`src/rtl/seg7_pkg.sv`:
```
// seg7_pkg: shared segment patterns (active-low a..g, index 0 = a) and FSM encoding
// for the seg7_decoder slice.
package seg7_pkg;

    localparam logic [0:6] SEG7_BLANK = 7'b1111111;

    localparam logic [0:6] SEG7_TABLE [16] = '{
        7'b0000001, 7'b1001111, 7'b0010010, 7'b0000110,
        7'b1001100, 7'b0100100, 7'b0100000, 7'b0001111,
        7'b0000000, 7'b0000100, 7'b0001000, 7'b1100000,
        7'b0110001, 7'b1000010, 7'b0110000, 7'b0111000
    };

    typedef enum logic {
        LOCKED,
        SETTLING
    } seg7_state_t;

endpackage

```
`src/rtl/seg7_pattern_lookup.sv`:
```
// seg7_pattern_lookup: combinational classification of a segment pattern into
// hex digit / blank / unknown.
module seg7_pattern_lookup
    import seg7_pkg::*;
(
    input  logic [0:6] pattern,
    output logic       is_hex,
    output logic       is_blank,
    output logic [3:0] nibble
);

    always_comb begin
        is_hex = 1'b0;
        nibble = 4'd0;
        for (int i = 0; i < 16; i++) begin
            if (pattern == SEG7_TABLE[i]) begin
                is_hex = 1'b1;
                nibble = 4'(i);
            end
        end
        is_blank = pattern == SEG7_BLANK;
    end

endmodule

```
`src/rtl/seg7_decoder.sv`:
```
// seg7_decoder: synchronise, debounce and decode an active-low 7-segment bus to hex.
// Optional +1 (mod 16) digit order check enabled by defining SEG7_SEQ_CHECK_EN.
module seg7_decoder
    import seg7_pkg::*;
#(
    parameter int SYNC_STAGES   = 2,
    parameter int STABLE_CYCLES = 4,
    parameter int CNT_W         = 8
) (
    input  logic             CLOCK_50,
    input  logic             RESET_N,
    input  logic [0:6]       SEG_IN,
    output logic [3:0]       VALUE,
    output logic             VALID,
    output logic             BLANK,
    output logic             ERR,
    output logic [CNT_W-1:0] DIGIT_CNT,
    output logic             SEQ_ERR
);

    logic [0:6]  sync_q [SYNC_STAGES];
    logic [0:6]  synced;
    logic [0:6]  acc, pend, pend_nx;
    logic [7:0]  stab_cnt, cnt_nx;
    seg7_state_t state, state_nx;
    logic        accept;
    logic        is_hex, is_blank;
    logic [3:0]  nibble;

    always_ff @(posedge CLOCK_50 or negedge RESET_N) begin
        if (!RESET_N) begin
            for (int i = 0; i < SYNC_STAGES; i++) sync_q[i] <= SEG7_BLANK;
        end else begin
            sync_q[0] <= SEG_IN;
            for (int i = 1; i < SYNC_STAGES; i++) sync_q[i] <= sync_q[i-1];
        end
    end

    assign synced = sync_q[SYNC_STAGES-1];

    // Accepted pattern equals synced at the accept cycle, so classify synced directly.
    seg7_pattern_lookup u_lookup (
        .pattern  (synced),
        .is_hex   (is_hex),
        .is_blank (is_blank),
        .nibble   (nibble)
    );

    always_ff @(posedge CLOCK_50 or negedge RESET_N) begin
        if (!RESET_N) begin
            state    <= LOCKED;
            stab_cnt <= 8'd0;
            pend     <= SEG7_BLANK;
            acc      <= SEG7_BLANK;
        end else begin
            state    <= state_nx;
            stab_cnt <= cnt_nx;
            pend     <= pend_nx;
            acc      <= accept ? synced : acc;
        end
    end

    always_comb begin
        state_nx = state;
        cnt_nx   = stab_cnt;
        pend_nx  = pend;
        accept   = 1'b0;
        if (state == LOCKED) begin
            if (synced != acc) begin
                state_nx = SETTLING;
                cnt_nx   = 8'd0;
                pend_nx  = synced;
            end
        end else if (synced == acc) begin
            state_nx = LOCKED;
        end else if (synced != pend) begin
            pend_nx = synced;
            cnt_nx  = 8'd0;
        end else if (stab_cnt == 8'(STABLE_CYCLES - 1)) begin
            accept   = 1'b1;
            state_nx = LOCKED;
        end else begin
            cnt_nx = stab_cnt + 8'd1;
        end
    end

    always_ff @(posedge CLOCK_50 or negedge RESET_N) begin
        if (!RESET_N) begin
            VALUE     <= 4'd0;
            VALID     <= 1'b0;
            BLANK     <= 1'b1;
            ERR       <= 1'b0;
            DIGIT_CNT <= '0;
        end else begin
            VALID <= accept && is_hex;
            ERR   <= accept && !is_hex && !is_blank;
            if (accept && is_hex) begin
                VALUE     <= nibble;
                BLANK     <= 1'b0;
                DIGIT_CNT <= DIGIT_CNT + CNT_W'(1);
            end else if (accept && is_blank) begin
                BLANK <= 1'b1;
            end
        end
    end

`ifdef SEG7_SEQ_CHECK_EN
    logic have_prev;

    // VALUE still holds the previous digit in the accept cycle.
    always_ff @(posedge CLOCK_50 or negedge RESET_N) begin
        if (!RESET_N) begin
            have_prev <= 1'b0;
            SEQ_ERR   <= 1'b0;
        end else begin
            SEQ_ERR <= accept && is_hex && have_prev && (nibble != VALUE + 4'd1);
            if (accept && is_hex) have_prev <= 1'b1;
        end
    end
`else
    assign SEQ_ERR = 1'b0;
`endif

endmodule

```
`config.mk`:
```
export PLATFORM = sky130hd
export DESIGN_NAME = seg7_decoder
export DESIGN_NICKNAME = d
export VERILOG_FILES = /design/src/rtl/seg7_pkg.sv /design/src/rtl/seg7_pattern_lookup.sv /design/src/rtl/seg7_decoder.sv
export SDC_FILE = /design/constraint.sdc
export NUM_CORES = 1
export LEC_CHECK = 0
export ABC_CLOCK_PERIOD_IN_PS = 2200
export CORE_ASPECT_RATIO = 0.6
export CORE_MARGIN = 2
export CORE_UTILIZATION = 48
export DETAILED_ROUTE_END_ITERATION = 8
export PLACE_DENSITY = 0.76
export SLEW_MARGIN = 20
export SYNTH_ARGS = -nofsm -noshare
export SYNTH_HDL_FRONTEND = slang
export SYNTH_SLANG_ARGS = --single-unit
```
`constraint.sdc`:
```
create_clock -name CLOCK_50 -period 2.2 [get_ports CLOCK_50]
set_clock_uncertainty 0.1 [all_clocks]
set_input_delay 0.66 -clock CLOCK_50 [delete_from_list [all_inputs] [get_ports CLOCK_50]]
set_output_delay 0.66 -clock CLOCK_50 [all_outputs]
set_load 0.01 [all_outputs]
```
## Word-level counts from Yosys, hierarchy flattened

Index checks and enable logic that the tools add are counted.

| storage, ports and cells | value |
|---|---|
| register bits | 52 |

| cells by class | value |
|---|---|
| $add $sub $neg | 2 |
| equal/unequal tests | 23 |
| mux-type cells | 51 |
| reduce and logical (&&, ||, !) cells | 11 |

Operator list:

| kind | count |
|---|---|
| 8-bit 2-to-1 mux | 5 |
| 7-bit by 6-bit equality test with 1-bit output (second input constant) | 5 |
| 7-bit equality test (second input constant) | 5 |
| 4-bit 2-to-1 mux | 8 |
| 1-bit 2-to-1 mux | 28 |
| 7-bit 2-to-1 mux | 4 |
| 8-bit by 1-bit adder with 8-bit output (second input constant) | 2 |
| 7-bit by 3-bit equality test with 1-bit output (second input constant) | 2 |
| 7-bit by 4-bit equality test with 1-bit output (second input constant) | 2 |
| 7-bit != test | 2 |
| 3-bit 2-to-1 mux | 4 |
| 8-bit by 2-bit equality test with 1-bit output (second input constant) | 1 |
| 7-bit by 1-bit equality test with 1-bit output (second input constant) | 1 |
| 7-bit by 5-bit equality test with 1-bit output (second input constant) | 1 |
| 7-bit equality test | 1 |
| 7-bit logical NOT | 1 |
| 3-bit AND reduction | 2 |
| 1-bit logical AND | 4 |
| 2-bit 2-to-1 mux | 2 |
| 2-bit nonzero test | 2 |
| 3-bit != test (second input constant) | 1 |
| 1-bit logical NOT | 2 |
| 2-bit by 1-bit != test with 1-bit output (second input constant) | 1 |
| 2-bit != test (second input constant) | 1 |

## Depth between registers and ports, before layout

| depth | value |
|---|---|
| depth after elaboration | 20 |
| gate-level depth with buffers | 10 |
| gate-level depth less buffers | 7 |

## By module

Synthesis repeated with hierarchy kept, for this count alone.

| unflattened totals | value |
|---|---|
| cell total of the unflattened synthesis | 234 |
| area total of the unflattened synthesis | 2595.0 µm² |

Modules (own cells, without submodules):

| module | instances | cells each | area each (µm²) |
|---|---|---|---|
| seg7_decoder | 1 | 174 | 2222.1 |
| seg7_pattern_lookup | 1 | 60 | 372.9 |

## Worst setup path after synthesis

OpenSTA, ideal clock, no wires.

| timing | value |
|---|---|
| path kind | reg2reg |
| from | reg sync_q (netlist bit synced[4]) |
| to | reg DIGIT_CNT[1] |
| data arrival time | 2125 ps |
| slack | -151 ps |
| stages on the path, launching flop included | 9 |
| period minus slack after synthesis | 2351 ps |
| cell sequence | dfstp_2 > buf_2 > buf_2 > xnor2_1 > nand4_2 > nor3_2 > and2_4 > buf_6 > mux2_4 |

| on the way | value |
|---|---|
| cells in the longest elaborated chain, start to end | 18 |
| elaborated cells on any way between the ends | 38 |
| classes of those cells | 17 x eq/ne; 19 x mux; 2 x reduce/logical |

RTL lines:

| item | RTL line | text |
|---|---|---|
| start: declaration | seg7_decoder.sv:21 | `logic [0:6] sync_q [SYNC_STAGES];` |
| 7-bit by 1-bit equality test with 1-bit output | seg7_pattern_lookup.sv:16 | `if (pattern == SEG7_TABLE[i]) begin` |
| 1-bit 2-to-1 mux (16 in series) | seg7_pattern_lookup.sv:16 |  |
| 1-bit logical AND (*) | seg7_decoder.sv:97 | `if (accept && is_hex) begin` |
| end signal: assignment | seg7_decoder.sv:100 | `DIGIT_CNT <= DIGIT_CNT + CNT_W'(1);` |
| end: declaration | seg7_decoder.sv:17 | `output logic [CNT_W-1:0] DIGIT_CNT,` |

Mark *: on every way between the ends. The rest lies on a longest branch, timed or not.
A chain may end at the register's enable or synchronous reset.

## Worst setup path in the final report

| timing | value |
|---|---|
| from | reg sync_q (netlist bit synced[2]) |
| to | reg VALUE[2] |

| on the way | value |
|---|---|
| cells in the longest elaborated chain, start to end | 18 |
| elaborated cells on any way between the ends | 50 |
| classes of those cells | 17 x eq/ne; 31 x mux; 2 x reduce/logical |

RTL lines:

| item | RTL line | text |
|---|---|---|
| 7-bit by 1-bit equality test with 1-bit output | seg7_pattern_lookup.sv:16 |  |
| 1-bit 2-to-1 mux (16 in series) | seg7_pattern_lookup.sv:16 |  |
| 1-bit logical AND | seg7_decoder.sv:97 |  |
| end signal: assignment | seg7_decoder.sv:98 | `VALUE <= nibble;` |
| end: declaration | seg7_decoder.sv:13 | `output logic [3:0] VALUE,` |

Parallel ways exist; a longest one is shown, timed or not.

==> results.md <==
* Outcome: finished, violations left
* Failing checks: setup timing
* Mean post-synth cell area at 11.3 µm²
* Async S/R FF share, synth at 100%
* Min Tclk post-route at 2220 ps
* DP Cell Count at 338
* Most frequent cells in the layout: buf_4, dfstp_2, dfrtp_1
* RSZ-0062 raised after global routing: true
* Post-Route WL at 5.88 mm
* WHS at 222 ps
* Register area share after synthesis at 50.9%
* Pre-CTS setup slack at -58.4 ps
* Drt drc at 0
* Kind of critical path: flip-flop to flip-flop
* Sequential fraction of design power at 57.4%
* Internal at 1.32 mW
* Critical Path End Type: flip-flop
* Root Driver: clkbuf_8
* Primary FF master, synth: dfstp_2
* Hold crit path type: input port to async pin
* CP required at 2310 ps
* Final worst slack at -16.3 ps
* Endpoints failing setup at 7
* EDFF count, synth at 0
* GRT Residual Overflow at 0
* Row cnt at 20
* Pwr dens at 520 nW/µm²
* Initial antenna violation count at 0
* First-pass DRT Iterations at 4
* Synth warn at 0
* Fmax at 451 MHz
* Via density at 5.43
* Initial Util at 51.0%
* Slew Viols, Final at 0
* Max Cap Viol at 0
* R2R setup slack at -20 ps
* Vias in the first global route at 1850
* Die Y at 61.3 µm
* Max Buffers Root-to-Sink at 2
* Horiz. Die Dim at 99.5 µm
* Pleak at 1.44 nW
* Ant. Diodes at 0
* IO Count at 25
* Worst VDD drop at 374 µV
* Final period util at 101%
* Wire length per cell at 16.2 µm
* Final nets at 308
* Post-synthesis instance area at 2630 µm²
* First-pass GRT wire length at 9.70 mm
* Clock power frac at 31.3%
* Largest net degree at the start of global routing at 53
* Logic pwr share at 11.3%
* Post-synth cell types at 56
* Clk_lat worst skew at 320 ps
* Antenna Nets Post-Route at 0
* Sw Ratio at 25.4%
* Final hold viol count at 0
* RePlAce Congestion at 0.959
* Placed cell area at 3110 µm²
* Sw Pwr at 0.449 mW
* Crit path max fanout at 10
* Fin area at 3400 µm²
* Most common cell after layout, fill and taps aside: buf_4
* Synth Net Count at 244
* CTS Sinks at 52
* Clock Pin Slew Worst Setup and Hold Paths at 100 ps
* CTS tree: done
* DP HPWL at 3.84 mm
* Critical path startpoint category: flip-flop
* H-tree depth at 2
* Post-route insts no fill at 364
* Seq cells post-synth at 52
* CTS buffer count at 5
* Fill count at 390
* # hold bufs at CTS at 0
* IO Port Bufs at 23
* Core Region at 5150 µm²
* DRT iter0 DRCs at 102
* Die ar. at 6100 µm²
* Cells after Synth at 233
* Layout cells sized above 1 at 40.9%
* Critical Path AT at 2320 ps
* Area Growth Syn to Fin at 29.6%
* Total GRT Usage at 21.1%
* Via count at 1977
==> power groups by stage <==
stage	Combinational [mW]	Clock, mW	Sequential [mW]
6_report	0.200	0.554	1.02
3_5_place_dp	0.160	0	1.04
4_1_cts	0.189	0.563	1.02
2_1_floorplan	0.108	0	1.02
3_3_place_gp	0.157	0	1.03
5_1_grt	0.218	0.618	1.02
==> critical path: stages (launching register included) <==
cell	delay [ps]
dfstp_2	410
buf_4	180
and3b_1	210
a22oi_2	210
o21ai_1	100
or3_1	390
and2_4	210
mux2_4	290
==> logic make-up (layout without fill, tap and decap cells) <==
kind of cell	Yosys count	in the layout	share of synthesized area, %
buffers and inverters	20	85	4.62
multiplexers	18	18	8.14
XOR/XNOR	24	24	8.00
AO/OA/AOI/OAI	28	28	6.91
other	1	1	0.143
flip-flops	52	52	50.9
adder cells (fa/ha/maj)	2	2	0.952
AND/OR/NAND/NOR	88	88	20.3
==> sequential cells by signal (all words and copies together) (netlist names) <==
signal     cells
stab_cnt       8
sync_q         7
DIGIT_CNT      8
pend           7
BLANK          1
synced         7
state          1
ERR            1
acc            7
VALID          1
VALUE          4
==> cells in the mapped netlist, types with 2 or more instances <==
cell	n	area share (%)
nand4b_1	2	0.67
inv_1	3	0.43
mux2_4	3	1.7
o21ai_0	8	1.5
buf_6	3	1.3
o21ai_1	2	0.38
dfrtp_1	23	22
nor2_1	15	2.1
nand2_1	10	1.4
buf_2	10	1.9
nor2b_1	2	0.48
nor3_1	8	1.5
ha_1	2	0.95
nor4bb_1	2	0.76
xnor2_1	16	5.3
and3_1	6	1.4
buf_4	3	0.86
a21oi_1	5	0.95
nor3b_1	4	1.1
nand3_1	15	2.9
mux2_2	14	6.0
dfstp_2	29	29
or2_2	2	0.48
o21bai_1	2	0.57
xor2_1	8	2.7
nand4_1	6	1.4
==> per-layer routing <==
| layer | track usage (%) | wire, µm | vias to the layer above |
|---|---|---|---|
| met5 | 0 | 0 | - |
| met4 | 7.05 | 100 | 0 |
| met3 | 4.99 | 368 | 15 |
| met2 | 29.9 | 2550 | 67 |
| met1 | 32.0 | 2860 | 947 |
| li1 | - | - | 948 |
==> layout make-up <==
type                    count  area [µm²]  area share, %
clock buffers               6        72.6           2.13
repair buffers             74         649           19.1
flip-flops and latches     52        1340           39.3
inverters                   3        11.3          0.331
multi-input cells         161        1230           36.3
well taps                  66        82.6           2.43
clock inverters             2        16.3          0.478
==> metrics by stage <==
step	power [mW]	setup TNS, ps	util [%]
floorplan	1.13	-227	-
global placement	1.19	0	60.2
detailed placement	1.20	-131	60.2
CTS	1.77	-60.3	64.8
global route	1.86	-888	66.0
finish	1.77	-72.1	66.0
==> what timing repair did <==
action,CTS,global route
setup endpoints to repair,8,25
cloned,1,0
pin swaps,8,8
resized for setup,13,10
buffers inserted,13,4
==> worst paths after layout <==
| kind | endpoint | start | cells past startpoint |
|---|---|---|---|
| max | VALUE[2] | synced[2] | 7 |
| min | stab_cnt[0] | RESET_N | 2 |
| max reg2reg | VALUE[2] | synced[2] | 7 |
| min reg2reg | synced[2] | sync_q[11] | 0 |
| max in group asynchronous | synced[3] | RESET_N | 2 |
| min in group CLOCK_50 | synced[2] | sync_q[11] | 0 |
No activity file was read; power rests on OpenSTA's default activity.
==> RTL edit, RTL diff (same settings) <==
`CNT_W`: 8 -> 10.
--- a/src/rtl/seg7_decoder.sv
+++ b/src/rtl/seg7_decoder.sv
@@ -7,3 +7,3 @@
     parameter int STABLE_CYCLES = 4,
-    parameter int CNT_W         = 8
+    parameter int CNT_W         = 10
 ) (
Ports: changed (resized DIGIT_CNT); port bits go from 25 to 27. No check against the original RTL was run, so the function may have changed too.
==> RTL edit against the original RTL <==
Area after synthesis is 1.3% higher. Global-route usage is 0.12 points lower. Count of clock-buffer cells in the layout is 1 lower. Fmax is 9.4% lower. Non-clock buffer count is 12 higher. Wire length is 20% higher. Sequential power is 4% higher. Power is 4.1% higher. Setup slack worse by 230 ps. The flow still finishes with violations (setup timing). Sequential cell count is 2 higher. Synthesized cell count is 0.86% higher. Final area is 13% higher.
==> RTL edit: results (changes against the original RTL) <==
| Metric | Value |
|---|---|
| Wire per inst | `18.6 um (+15%)` |
| CP delay by family, top | `flip-flops` |
| Layout cell share with drive strength beyond 1 | `49.8% (+8.9 points)` |
| Commonest cells in the netlist | `dfstp_2 (29), dfrtp_1 (25), nand2_1 (18)` |
| Vias | `2,162 (+9.4%)` |
| Final net count | `323 (+4.9%)` |
| Fin Setup TNS | `-1660 ps (-1590 ps)` |
| Final WS setup | `-246 ps (-230 ps)` |
| Setup Viol. Count Final | `21 (+14)` |
| GP Congestion | `0.913 (-4.9%)` |
| Syn_nets | `246 (+0.82%)` |
| GRT Overall Usage | `21.0% (-0.12 points)` |
| P_leak | `0.00166 uW (+15%)` |
| Peak supply drop | `323 uV (-14%)` |
| Failing checks | `setup timing` |
| Top area cells in the synthesized netlist | `dfstp_2 (29%), dfrtp_1 (23%), mux2_2 (5.9%)` |
| Status | `complete, but fails checks` |
| Largest stage delay, worst path | `680 ps (+270 ps)` |
| Vias in the first global route | `1,989 (+7.5%)` |
| Largest net degree at the start of global routing | `55 (+3.8%)` |
| Synth Area in Adders | `0.940% (-0.013 points)` |
| Internal power | `1370 uW (+3.6%)` |
| Max FO, Critical Path | `8 (-2)` |
| Xor and xnor fraction of the mapped netlist area | `8.18% (+0.18 points)` |
| DRT iter0 DRCs | `117 (+15%)` |
| Seq/Total Area, Yosys | `52.1% (+1.2 points)` |
| Synth cell types | `50 (-11%)` |
| Mux contribution to synthesized area | `7.80% (-0.34 points)` |
| Placed instance area | `3200 sq um (+3.1%)` |
-- RTL edit: power by group through the flow --
| stage | sequential (uW) | clock (uW) | combinational, uW |
|---|---|---|---|
| after floorplan | 1050 | 0 | 95.1 |
| after global placement | 1070 | 0 | 146 |
| after detailed placement | 1070 | 0 | 150 |
| after CTS | 1050 | 556 | 192 |
| after global routing | 1060 | 605 | 244 |
| final | 1060 | 560 | 227 |
-- RTL edit: logic make-up (layout without fill, tap and decap cells) --
logic type	count (synthesis)	count (layout)
other cells	1	1
xor+xnor	24	24
compound gates	32	32
buf+inv	21	99
fa+ha+maj	2	2
flops	54	54
simple gates	83	83
mux	18	18
-- RTL edit: worst register-to-register path, stage by stage (launching register included) --
cell and delay [ps]:
dfstp_2 680, buf_4 200, a21oi_1 80, nor2_1 130
nor4_2 80, a2111oi_4 380, buf_4 210, buf_8 130
buf_4 120, nor3_4 30, xor2_1 220
-- RTL edit: worst paths after layout --
path,depth (start not counted),start,slack (ps),to
worst max register to register,10,synced[3],-250,DIGIT_CNT[6]
worst min register to register,0,sync_q[9],260,synced[4]
max in group asynchronous,2,RESET_N,1480,sync_q[9]
worst min-delay path,2,RESET_N,230,state
min in group CLOCK_50,0,sync_q[9],260,synced[4]
worst max-delay path,10,synced[3],-250,DIGIT_CNT[6]
-- RTL edit: layer usage --
metal  global-route usage (%)  vias up  wire length (um)
met1                     32.0     1091              3310
met4                     4.70        0               147
met3                     4.59       15               337
met5                        0        -                 0
li1                         -      980                 -
met2                     30.8       76              3270
-- RTL edit: through the flow --
stage,instances,worst slack [ps]
6_report,379,-246
5_1_grt,379,-331
4_1_cts,367,-138
3_5_place_dp,345,-152
3_3_place_gp,345,-127
2_1_floorplan,235,-176
-- RTL edit: final cells by class --
class | count | area, sq um
multi-input cells | 160 | 1420
flip-flops and latches | 54 | 1390
fillers | 327 | 1360
repair buffers | 86 | 845
well taps | 66 | 82.6
clock buffers | 5 | 68.8
inverters | 5 | 23.8
clock inverters | 3 | 16.3
-- RTL edit: what timing repair did --
action | in CTS | in global routing
gates cloned | 1 | 0
setup buffers | 13 | 13
pin swaps | 12 | 6
resized for setup | 29 | 47
hold endpoints to repair | 0 | 0
hold buffers | 0 | 0
setup endpoints to repair | 29 | 38
